**config.mk**
```make
export PLATFORM = sky130hd
export DESIGN_NAME = lsu_dmem_flat
export DESIGN_NICKNAME = d
export VERILOG_FILES = /design/src/rtl/lsu_dmem_if.sv /design/src/rtl/lsu_dmem.sv /design/src/flat_wrapper.sv
export SDC_FILE = /design/constraint.sdc
export NUM_CORES = 2
export LEC_CHECK = 0
export ABC_CLOCK_PERIOD_IN_PS = 9050
export BUFFER_PORTS_ARGS = -buffer_cell sky130_fd_sc_hd__clkbuf_2
export CAP_MARGIN = 20
export CORE_ASPECT_RATIO = 1.75
export CORE_MARGIN = 1
export CORE_UTILIZATION = 28
export DETAILED_ROUTE_END_ITERATION = 7
export SETUP_SLACK_MARGIN = 0.15
export SYNTH_ARGS = -nofsm -noshare
export SYNTH_HDL_FRONTEND = slang
export SYNTH_SLANG_ARGS = --single-unit
```
**constraint.sdc**
```tcl
create_clock -name clk -period 9.05 [get_ports clk]
set_clock_uncertainty 0.05 [all_clocks]
set_input_delay 1.3575 -clock clk [delete_from_list [all_inputs] [get_ports clk]]
set_output_delay 1.3575 -clock clk [all_outputs]
set_load 0.05 [all_outputs]
```
**src/rtl/lsu_dmem_if.sv**
```systemverilog
// Request/response bundle between the pipeline and the data-memory LSU.
// Handshake: a request transfers on a rising edge where req_valid && req_ready;
// rsp_valid is a one-cycle strobe with no back-pressure, and rsp_rdata/rsp_fault are 0 whenever rsp_valid is 0.
interface lsu_dmem_if;
  logic        req_valid;
  logic        req_ready;
  logic        req_write;
  logic [63:0] req_addr;
  logic [1:0]  req_size;
  logic        req_signed;
  logic [63:0] req_wdata;
  logic        rsp_valid;
  logic [63:0] rsp_rdata;
  logic        rsp_fault;

  modport master (
    output req_valid, req_write, req_addr, req_size, req_signed, req_wdata,
    input  req_ready, rsp_valid, rsp_rdata, rsp_fault
  );

  modport slave (
    input  req_valid, req_write, req_addr, req_size, req_signed, req_wdata,
    output req_ready, rsp_valid, rsp_rdata, rsp_fault
  );
endinterface

```
**src/rtl/lsu_dmem.sv**
```systemverilog
// Load/store unit with internal little-endian doubleword storage.
// One request per three cycles: IDLE (accept) -> ACCESS (read/write) -> RESP (strobe).
module lsu_dmem #(
  parameter int DEPTH = 64
) (
  input  logic           clk,
  input  logic           reset,
  lsu_dmem_if.slave      bus,
  output logic [1:0]     dbg_state
);

  localparam int          IDX_W = (DEPTH > 1) ? $clog2(DEPTH) : 1;
  localparam int          AW    = IDX_W + 3;
  localparam logic [63:0] LIMIT = 64'(DEPTH) * 64'd8;

  typedef enum logic [1:0] {IDLE = 2'd0, ACCESS = 2'd1, RESP = 2'd2} state_t;

  state_t      state;
  logic [63:0] mem [DEPTH];

  logic          wr_q;
  logic          signed_q;
  logic          fault_q;
  logic [1:0]    size_q;
  logic [AW-1:0] addr_q;
  logic [63:0]   wdata_q;

  logic          ready_q;
  logic          rsp_valid_q;
  logic          rsp_fault_q;
  logic [63:0]   rsp_rdata_q;

  logic          misaligned;
  logic          fault_in;
  logic [IDX_W-1:0] idx;
  logic [5:0]    sh;
  logic [63:0]   lane;
  logic [63:0]   load_val;
  logic [7:0]    be;
  logic [63:0]   wshift;

  always_comb begin
    misaligned = 1'b0;
    case (bus.req_size)
      2'd0:    misaligned = 1'b0;
      2'd1:    misaligned = bus.req_addr[0];
      2'd2:    misaligned = |bus.req_addr[1:0];
      default: misaligned = |bus.req_addr[2:0];
    endcase
  end

  // Full 64-bit range compare so huge addresses never alias into storage.
  assign fault_in = misaligned || (bus.req_addr >= LIMIT);

  assign idx    = addr_q[AW-1:3];
  assign sh     = {addr_q[2:0], 3'b000};
  assign lane   = mem[idx] >> sh;
  assign wshift = wdata_q << sh;

  always_comb begin
    load_val = lane;
    be       = 8'hFF;
    case (size_q)
      2'd0: begin
        load_val = signed_q ? {{56{lane[7]}}, lane[7:0]} : {56'd0, lane[7:0]};
        be       = 8'h01 << addr_q[2:0];
      end
      2'd1: begin
        load_val = signed_q ? {{48{lane[15]}}, lane[15:0]} : {48'd0, lane[15:0]};
        be       = 8'h03 << addr_q[2:0];
      end
      2'd2: begin
        load_val = signed_q ? {{32{lane[31]}}, lane[31:0]} : {32'd0, lane[31:0]};
        be       = 8'h0F << addr_q[2:0];
      end
      default: begin
        load_val = lane;
        be       = 8'hFF;
      end
    endcase
  end

  always_ff @(posedge clk) begin
    if (reset) begin
      state       <= IDLE;
      ready_q     <= 1'b1;
      rsp_valid_q <= 1'b0;
      rsp_rdata_q <= 64'd0;
      rsp_fault_q <= 1'b0;
    end else begin
      case (state)
        IDLE: begin
          if (bus.req_valid && ready_q) begin
            wr_q     <= bus.req_write;
            signed_q <= bus.req_signed;
            size_q   <= bus.req_size;
            addr_q   <= bus.req_addr[AW-1:0];
            wdata_q  <= bus.req_wdata;
            fault_q  <= fault_in;
            ready_q  <= 1'b0;
            state    <= ACCESS;
          end
        end
        ACCESS: begin
          state       <= RESP;
          rsp_valid_q <= 1'b1;
          rsp_fault_q <= fault_q;
          rsp_rdata_q <= (fault_q || wr_q) ? 64'd0 : load_val;
        end
        RESP: begin
          state       <= IDLE;
          ready_q     <= 1'b1;
          rsp_valid_q <= 1'b0;
          rsp_rdata_q <= 64'd0;
          rsp_fault_q <= 1'b0;
        end
        default: begin
          state       <= IDLE;
          ready_q     <= 1'b1;
          rsp_valid_q <= 1'b0;
          rsp_rdata_q <= 64'd0;
          rsp_fault_q <= 1'b0;
        end
      endcase
    end
  end

  // Storage has no reset; a reset during ACCESS gates the write off.
  always_ff @(posedge clk) begin
    if (!reset && state == ACCESS && wr_q && !fault_q) begin
      for (int k = 0; k < 8; k++) begin
        if (be[k]) mem[idx][8*k +: 8] <= wshift[8*k +: 8];
      end
    end
  end

  assign bus.req_ready = ready_q;
  assign bus.rsp_valid = rsp_valid_q;
  assign bus.rsp_rdata = rsp_rdata_q;
  assign bus.rsp_fault = rsp_fault_q;
  assign dbg_state     = state;

endmodule
```
**src/flat_wrapper.sv**
```systemverilog
// flat-port wrapper written by rule: the top's interface ports become plain ports
module lsu_dmem_flat 
#(
  parameter int DEPTH = 64
)
  (clk, reset, dbg_state, bus_req_valid, bus_req_write, bus_req_addr, bus_req_size, bus_req_signed, bus_req_wdata, bus_req_ready, bus_rsp_valid, bus_rsp_rdata, bus_rsp_fault);
  lsu_dmem_if bus_i ();
  input  logic clk;
  input  logic reset;
  output logic [1:0] dbg_state;
  input wire logic [$bits(bus_i.req_valid)-1:0] bus_req_valid;
  input wire logic [$bits(bus_i.req_write)-1:0] bus_req_write;
  input wire logic [$bits(bus_i.req_addr)-1:0] bus_req_addr;
  input wire logic [$bits(bus_i.req_size)-1:0] bus_req_size;
  input wire logic [$bits(bus_i.req_signed)-1:0] bus_req_signed;
  input wire logic [$bits(bus_i.req_wdata)-1:0] bus_req_wdata;
  output wire logic [$bits(bus_i.req_ready)-1:0] bus_req_ready;
  output wire logic [$bits(bus_i.rsp_valid)-1:0] bus_rsp_valid;
  output wire logic [$bits(bus_i.rsp_rdata)-1:0] bus_rsp_rdata;
  output wire logic [$bits(bus_i.rsp_fault)-1:0] bus_rsp_fault;
  assign bus_i.req_valid = bus_req_valid;
  assign bus_i.req_write = bus_req_write;
  assign bus_i.req_addr = bus_req_addr;
  assign bus_i.req_size = bus_req_size;
  assign bus_i.req_signed = bus_req_signed;
  assign bus_i.req_wdata = bus_req_wdata;
  assign bus_req_ready = bus_i.req_ready;
  assign bus_rsp_valid = bus_i.rsp_valid;
  assign bus_rsp_rdata = bus_i.rsp_rdata;
  assign bus_rsp_fault = bus_i.rsp_fault;
  lsu_dmem #(.DEPTH(DEPTH)) u_core (.clk(clk), .reset(reset), .bus(bus_i), .dbg_state(dbg_state));
endmodule
```
== After elaboration in Yosys (flattened, before gate mapping) ==
Memories as Yosys holds them, arrays and structs flattened. A register that Yosys moved wholly into a read port is not among the register bits.
Cells that the tools add are included.
Word-level totals
  output and inout port bits: 69
  memories kept: 1
  memory bits (writable): 4096
  flip-flop bits (word level): 147
  bits of input ports: 135
Cells by class
  bitwise gates (word level): 2
  mux-type cells: 39
  shift operators: 5
  magnitude comparators: 1
  reductions and logical operators: 15
  equal/unequal tests: 6
Memory list
  u_core.mem: words 64, bits a word 64, rd ports 1, clocked after memory_dff 1, write ports 1, RTL line lsu_dmem.sv:19  | logic [63:0] mem [DEPTH];
Operators by type and width (count)
  64-bit 2-to-1 mux: 4
  64-bit one-hot mux with 3 select lines: 1
  64-bit one-hot mux with 2 select lines: 1
  64-bit by 10-bit greater-or-equal comparator with 1-bit output (second input constant): 1
  64-bit by 6-bit << shifter with 64-bit output: 1
  64-bit by 6-bit >> shifter with 64-bit output: 1
  1-bit 2-to-1 mux: 25
  8-bit one-hot mux with 3 select lines: 1
  1-bit by 3-bit << shifter with 8-bit output (first input constant): 1
  2-bit by 3-bit << shifter with 8-bit output (first input constant): 1
  4-bit by 3-bit << shifter with 8-bit output (first input constant): 1
  2-bit by 1-bit equality test with 1-bit output (second input constant): 3
  2-bit logical NOT: 3
  6-bit 2-to-1 mux: 1
  1-bit one-hot mux with 2 select lines: 3
  2-bit equality test (second input constant): 2
  1-bit logical AND: 4
  2-bit one-hot mux with 2 select lines: 1
  1-bit one-hot mux with 3 select lines: 1
  3-bit AND reduction: 1
  3-bit OR reduction: 1
  1-bit logical NOT: 2
  1-bit logical OR: 2
  2-bit 2-to-1 mux: 1
  4 further kinds: 5

== Logic depth before layout (Yosys ltp) ==
  depth after elaboration: 6
  depth in mapped cells: 17

== Worst setup path after synthesis ==
Ideal clock, no wire load.
  path kind: reg-to-reg
  from: register u_core.addr_q[0]
  to: memory u_core.mem[0][48] (data pin)
  period minus slack after synthesis: 5.360 ns
  slack: 3.690 ns
  path buffers: 4
  setup time: 0.702 ns
  stages on the path, launching flop included: 9
  data required time: 8.298 ns
  data arrival time: 4.608 ns
  cells stage by stage: edfxtp_1 clkbuf_1 clkbuf_1 buf_1 clkbuf_1 mux2i_1 nor2_1 a21oi_1 o21ai_0
Between the ends
  cells in the longest elaborated chain, start to end: 1
RTL lines
  from (decl): RTL line lsu_dmem.sv:25  | logic [AW-1:0] addr_q;
  from (signal assigned): RTL line lsu_dmem.sv:97  | addr_q <= bus.req_addr[AW-1:0];
  64-bit by 6-bit << shifter with 64-bit output: RTL line lsu_dmem.sv:58  | assign wshift = wdata_q << sh;
  named net u_core.wshift[48]: RTL line lsu_dmem.sv:40  | logic [63:0] wshift;
  to (decl): RTL line lsu_dmem.sv:19
The timed path passes the listed nets, and every way through them passes these cells.

==> impl_metrics.json <==
{
  "synth_top_area_frac": 0.752,
  "fp.dieH_um": 1020,
  "relSlewSlack": 0.111,
  "globalplace.congestion": 0.953,
  "dr.pass1.iters": 8,
  "cts_resized": 0,
  "num-fill-cells": 55900,
  "drt_iter0_drc": 11800,
  "cts_sinks": 4249,
  "grt_pass1_vias": 86600,
  "hp-class": "reg -> reg",
  "antenna_found_initial": 64,
  "clk_pin_slew_ps": 70,
  "worstPathRequired_ps": 9800,
  "crit_slowest_cell": "dfxtp_4",
  "cts_tree": "built",
  "holdWs_ps": 430,
  "irDropWorstVdd_mv": 0.184,
  "synthCells": 8049,
  "cap_violations": 0,
  "syn-num-nets": 8189,
  "whs_endpoint": "u_core.bus.rsp_valid$_SDFFE_PP0N_",
  "final_cells": 16600,
  "wl_per_cell_um": 33.1,
  "ys.flop_type": "edfxtp_1",
  "power_leakage_nw": 57.8,
  "nNetsFinal": 8542,
  "multiInputGateArea_um2": 38100,
  "globalRouteOverflowTotal": 0,
  "p_total_mw": 40.8,
  "period_share": 0.647,
  "cts_made_buffers": 359,
  "dp.cells": 15900,
  "vias": 86600,
  "r2r_slack_ps": 3200,
  "ctsHoldBuffers": 0,
  "holdPathStages": 1,
  "status": "complete, but fails checks",
  "synth_edf_count": 4174,
  "crit_buf_inv": 2,
  "post-cts-setup-buffers": 0,
  "yosysUniqueCellTypes": 73,
  "cp-end-kind": "register",
  "die_area_um2": 599000,
  "crit_fanout": 133,
  "dp_worst_setup_slack_ps": 3320,
  "area_growth_syn_to_layout_pct": 14.1,
  "clk_latency_ps": 960,
  "min-delay-start": "u_core.bus.rsp_valid$_SDFFE_PP0N_",
  "slew_violations": 0,
  "cp_data_arrival_time_ps": 6610,
  "start_util": 0.281,
  "critPathTopFamily": "multiplexers",
  "synthArstFlopShare": 0,
  "setup_viol": 0,
  "grt_max_degree": 134,
  "yosys-top-cells-area": "edfxtp_1 75%, mux4_2 14%, mux2i_1 1.8%",
  "worst_pin_slew_ps": 1320,
  "die_x_um": 585,
  "setup_ws_ps": 3200,
  "clk_path_buf_depth": 4,
  "seq_area_um2": 127000,
  "drtAntennaViolNets": 0,
  "tns_ps": 0,
  "final_common_cell": "edfxtp_1",
  "rows": 374,
  "cts_root_buf": "clkbuf_16",
  "port_buffers": 203,
  "ys_seq_area_frac": 0.761,
  "synth_top_area_cell": "edfxtp_1",
  "crit_type": "reg -> reg",
  "ys_warn_count": 0,
  "rsz0062_at_grt": "no",
  "ys_seq_elements": 4249,
  "drive_above_1_share": 0.263,
  "final_cell_mix": "4174 x edfxtp_1, 1035 x mux4_2, 668 x nor2_1",
  "power_density_nw_per_um2": 214,
  "reg2regPathDepth": 11,
  "worstReg2RegEnd": "u_core.bus.rsp_rdata[36]$_SDFFE_PP0N_",
  "drc_errors": 10,
  "fin_crit_ps": 5850,
  "grt_usage": 0.179,
  "startpoint_type": "register",
  "dpl.hpwl_um": 380000,
  "violations": "design-rule violations",
  "max_freq_mhz": 171,
  "syn_area_um2": 167000,
  "vias_per_cell": 5.20,
  "avgSynthCellArea_um2": 20.7,
  "grt_pass1_wl_um": 739000,
  "finalHoldViolations": 0,
  "wl_um": 551000,
  "ctsHtreeMaxLevel": 5,
  "cp_slowest_stage_delay_ps": 990,
  "pin_count": 204,
  "path_cells": "buf_4 > buf_12 > mux4_2 > mux4_2 > a22oi_1 > nand2_1 > nand2_1 > o21ai_1 > mux2_2 > a22oi_1 > nand3_1",
  "design.core.area_um2": 593000
}
==> worst register-to-register path: stages (launching register included) <==
cell and delay [ps]:
dfxtp_4 990, buf_4 690, buf_12 630, mux4_2 680, mux4_2 500, a22oi_1 730, nand2_1 560, nand2_1 190
o21ai_1 120, mux2_2 330, a22oi_1 160, nand3_1 90
==> registers in the layout (all words and copies together), names as in the netlist, named ones only <==
| signal | flops |
|---|---|
| u_core.mem | 4096 |
| u_core.bus.rsp_rdata | 64 |
| u_core.wdata_q | 64 |
| u_core.addr_q | 9 |
| u_core.dbg_state | 2 |
| u_core.size_q | 2 |
| u_core.bus.req_ready | 1 |
| u_core.bus.rsp_fault | 1 |
| u_core.bus.rsp_valid | 1 |
| u_core.fault_q | 1 |
| u_core.signed_q | 1 |
| u_core.wr_q | 1 |
==> worst max path at each step <==
stage / cells after the start / slack [ps] / endpoint
2_1_floorplan: 8 / 3690 / u_core.mem[0][48]$_DFFE_PP_
3_3_place_gp: 11 / 3270 / u_core.bus.rsp_rdata[36]$_SDFFE_PP0N_
3_5_place_dp: 11 / 3320 / u_core.bus.rsp_rdata[36]$_SDFFE_PP0N_
4_1_cts: 11 / 3320 / u_core.bus.rsp_rdata[36]$_SDFFE_PP0N_
5_1_grt: 11 / 3240 / u_core.bus.rsp_rdata[36]$_SDFFE_PP0N_
6_report: 11 / 3200 / u_core.bus.rsp_rdata[36]$_SDFFE_PP0N_
==> metrics by stage <==
step | util | instance area [um^2]
floorplan | - | 167000
global route | 0.321 | 190000
CTS | 0.320 | 190000
global placement | 0.300 | 178000
detailed placement | 0.300 | 178000
finish | 0.321 | 190000
==> Yosys cell counts, types with 7 or more instances <==
cell,number
o32ai_1,11
a22oi_1,222
nand2_1,243
nor4_1,29
buf_8,7
clkbuf_1,199
nand2b_1,14
nor2_1,693
nand3_1,104
o2111ai_1,19
buf_4,60
edfxtp_1,4174
o21ai_1,20
o22ai_1,70
nand4_1,22
and2_1,22
a211oi_1,24
or4_1,12
o211ai_1,21
o221ai_1,15
mux2i_1,298
nor3_1,16
a22o_1,27
a21o_1,9
a21oi_1,111
mux4_2,1035
nor2b_1,35
o21ai_0,54
buf_1,50
nor3b_1,8
and3_1,22
buf_6,61
o41ai_1,10
buf_2,97
dfxtp_1,75
mux2_2,49
a31oi_1,7
==> layer usage <==
metal | share of wire | vias up | global-route usage
li1 | - | 34200 | -
met5 | 0.00034 | - | 0
met4 | 0.094 | 32 | 0.148
met3 | 0.083 | 1282 | 0.0358
met2 | 0.49 | 4927 | 0.300
met1 | 0.33 | 46200 | 0.195
==> report_power, final <==
part           internal (mW)  switching, mW  leakage [nW]
logic                   1.00           2.09          14.0
clock network           8.66           7.30          5.74
registers               21.7         0.0531          38.1
==> layout make-up <==
type	instances	area share
antenna	45	0.000592
clock buffer	418	0.0488
clock inverter	239	0.0132
inverter	11	0.000263
multi-input combinational	3309	0.200
sequential	4249	0.667
tap	7896	0.0519
timing repair buffer	472	0.0179
==> logic make-up (layout without fill, tap and decap cells) <==
kind of cell | count (synthesis) | in the layout | synth area share
flip-flops | 4249 | 4249 | 0.761
multiplexers | 1387 | 1387 | 0.162
adder cells (fa/ha/maj) | 5 | 5 | 0.000375
buffers and inverters | 491 | 1140 | 0.0169
other | 0 | 45 | 0
AND/OR/NAND/NOR | 1246 | 1246 | 0.0322
AO/OA/AOI/OAI | 671 | 671 | 0.0281
Note: power is estimated with default switching activity, not from simulation.
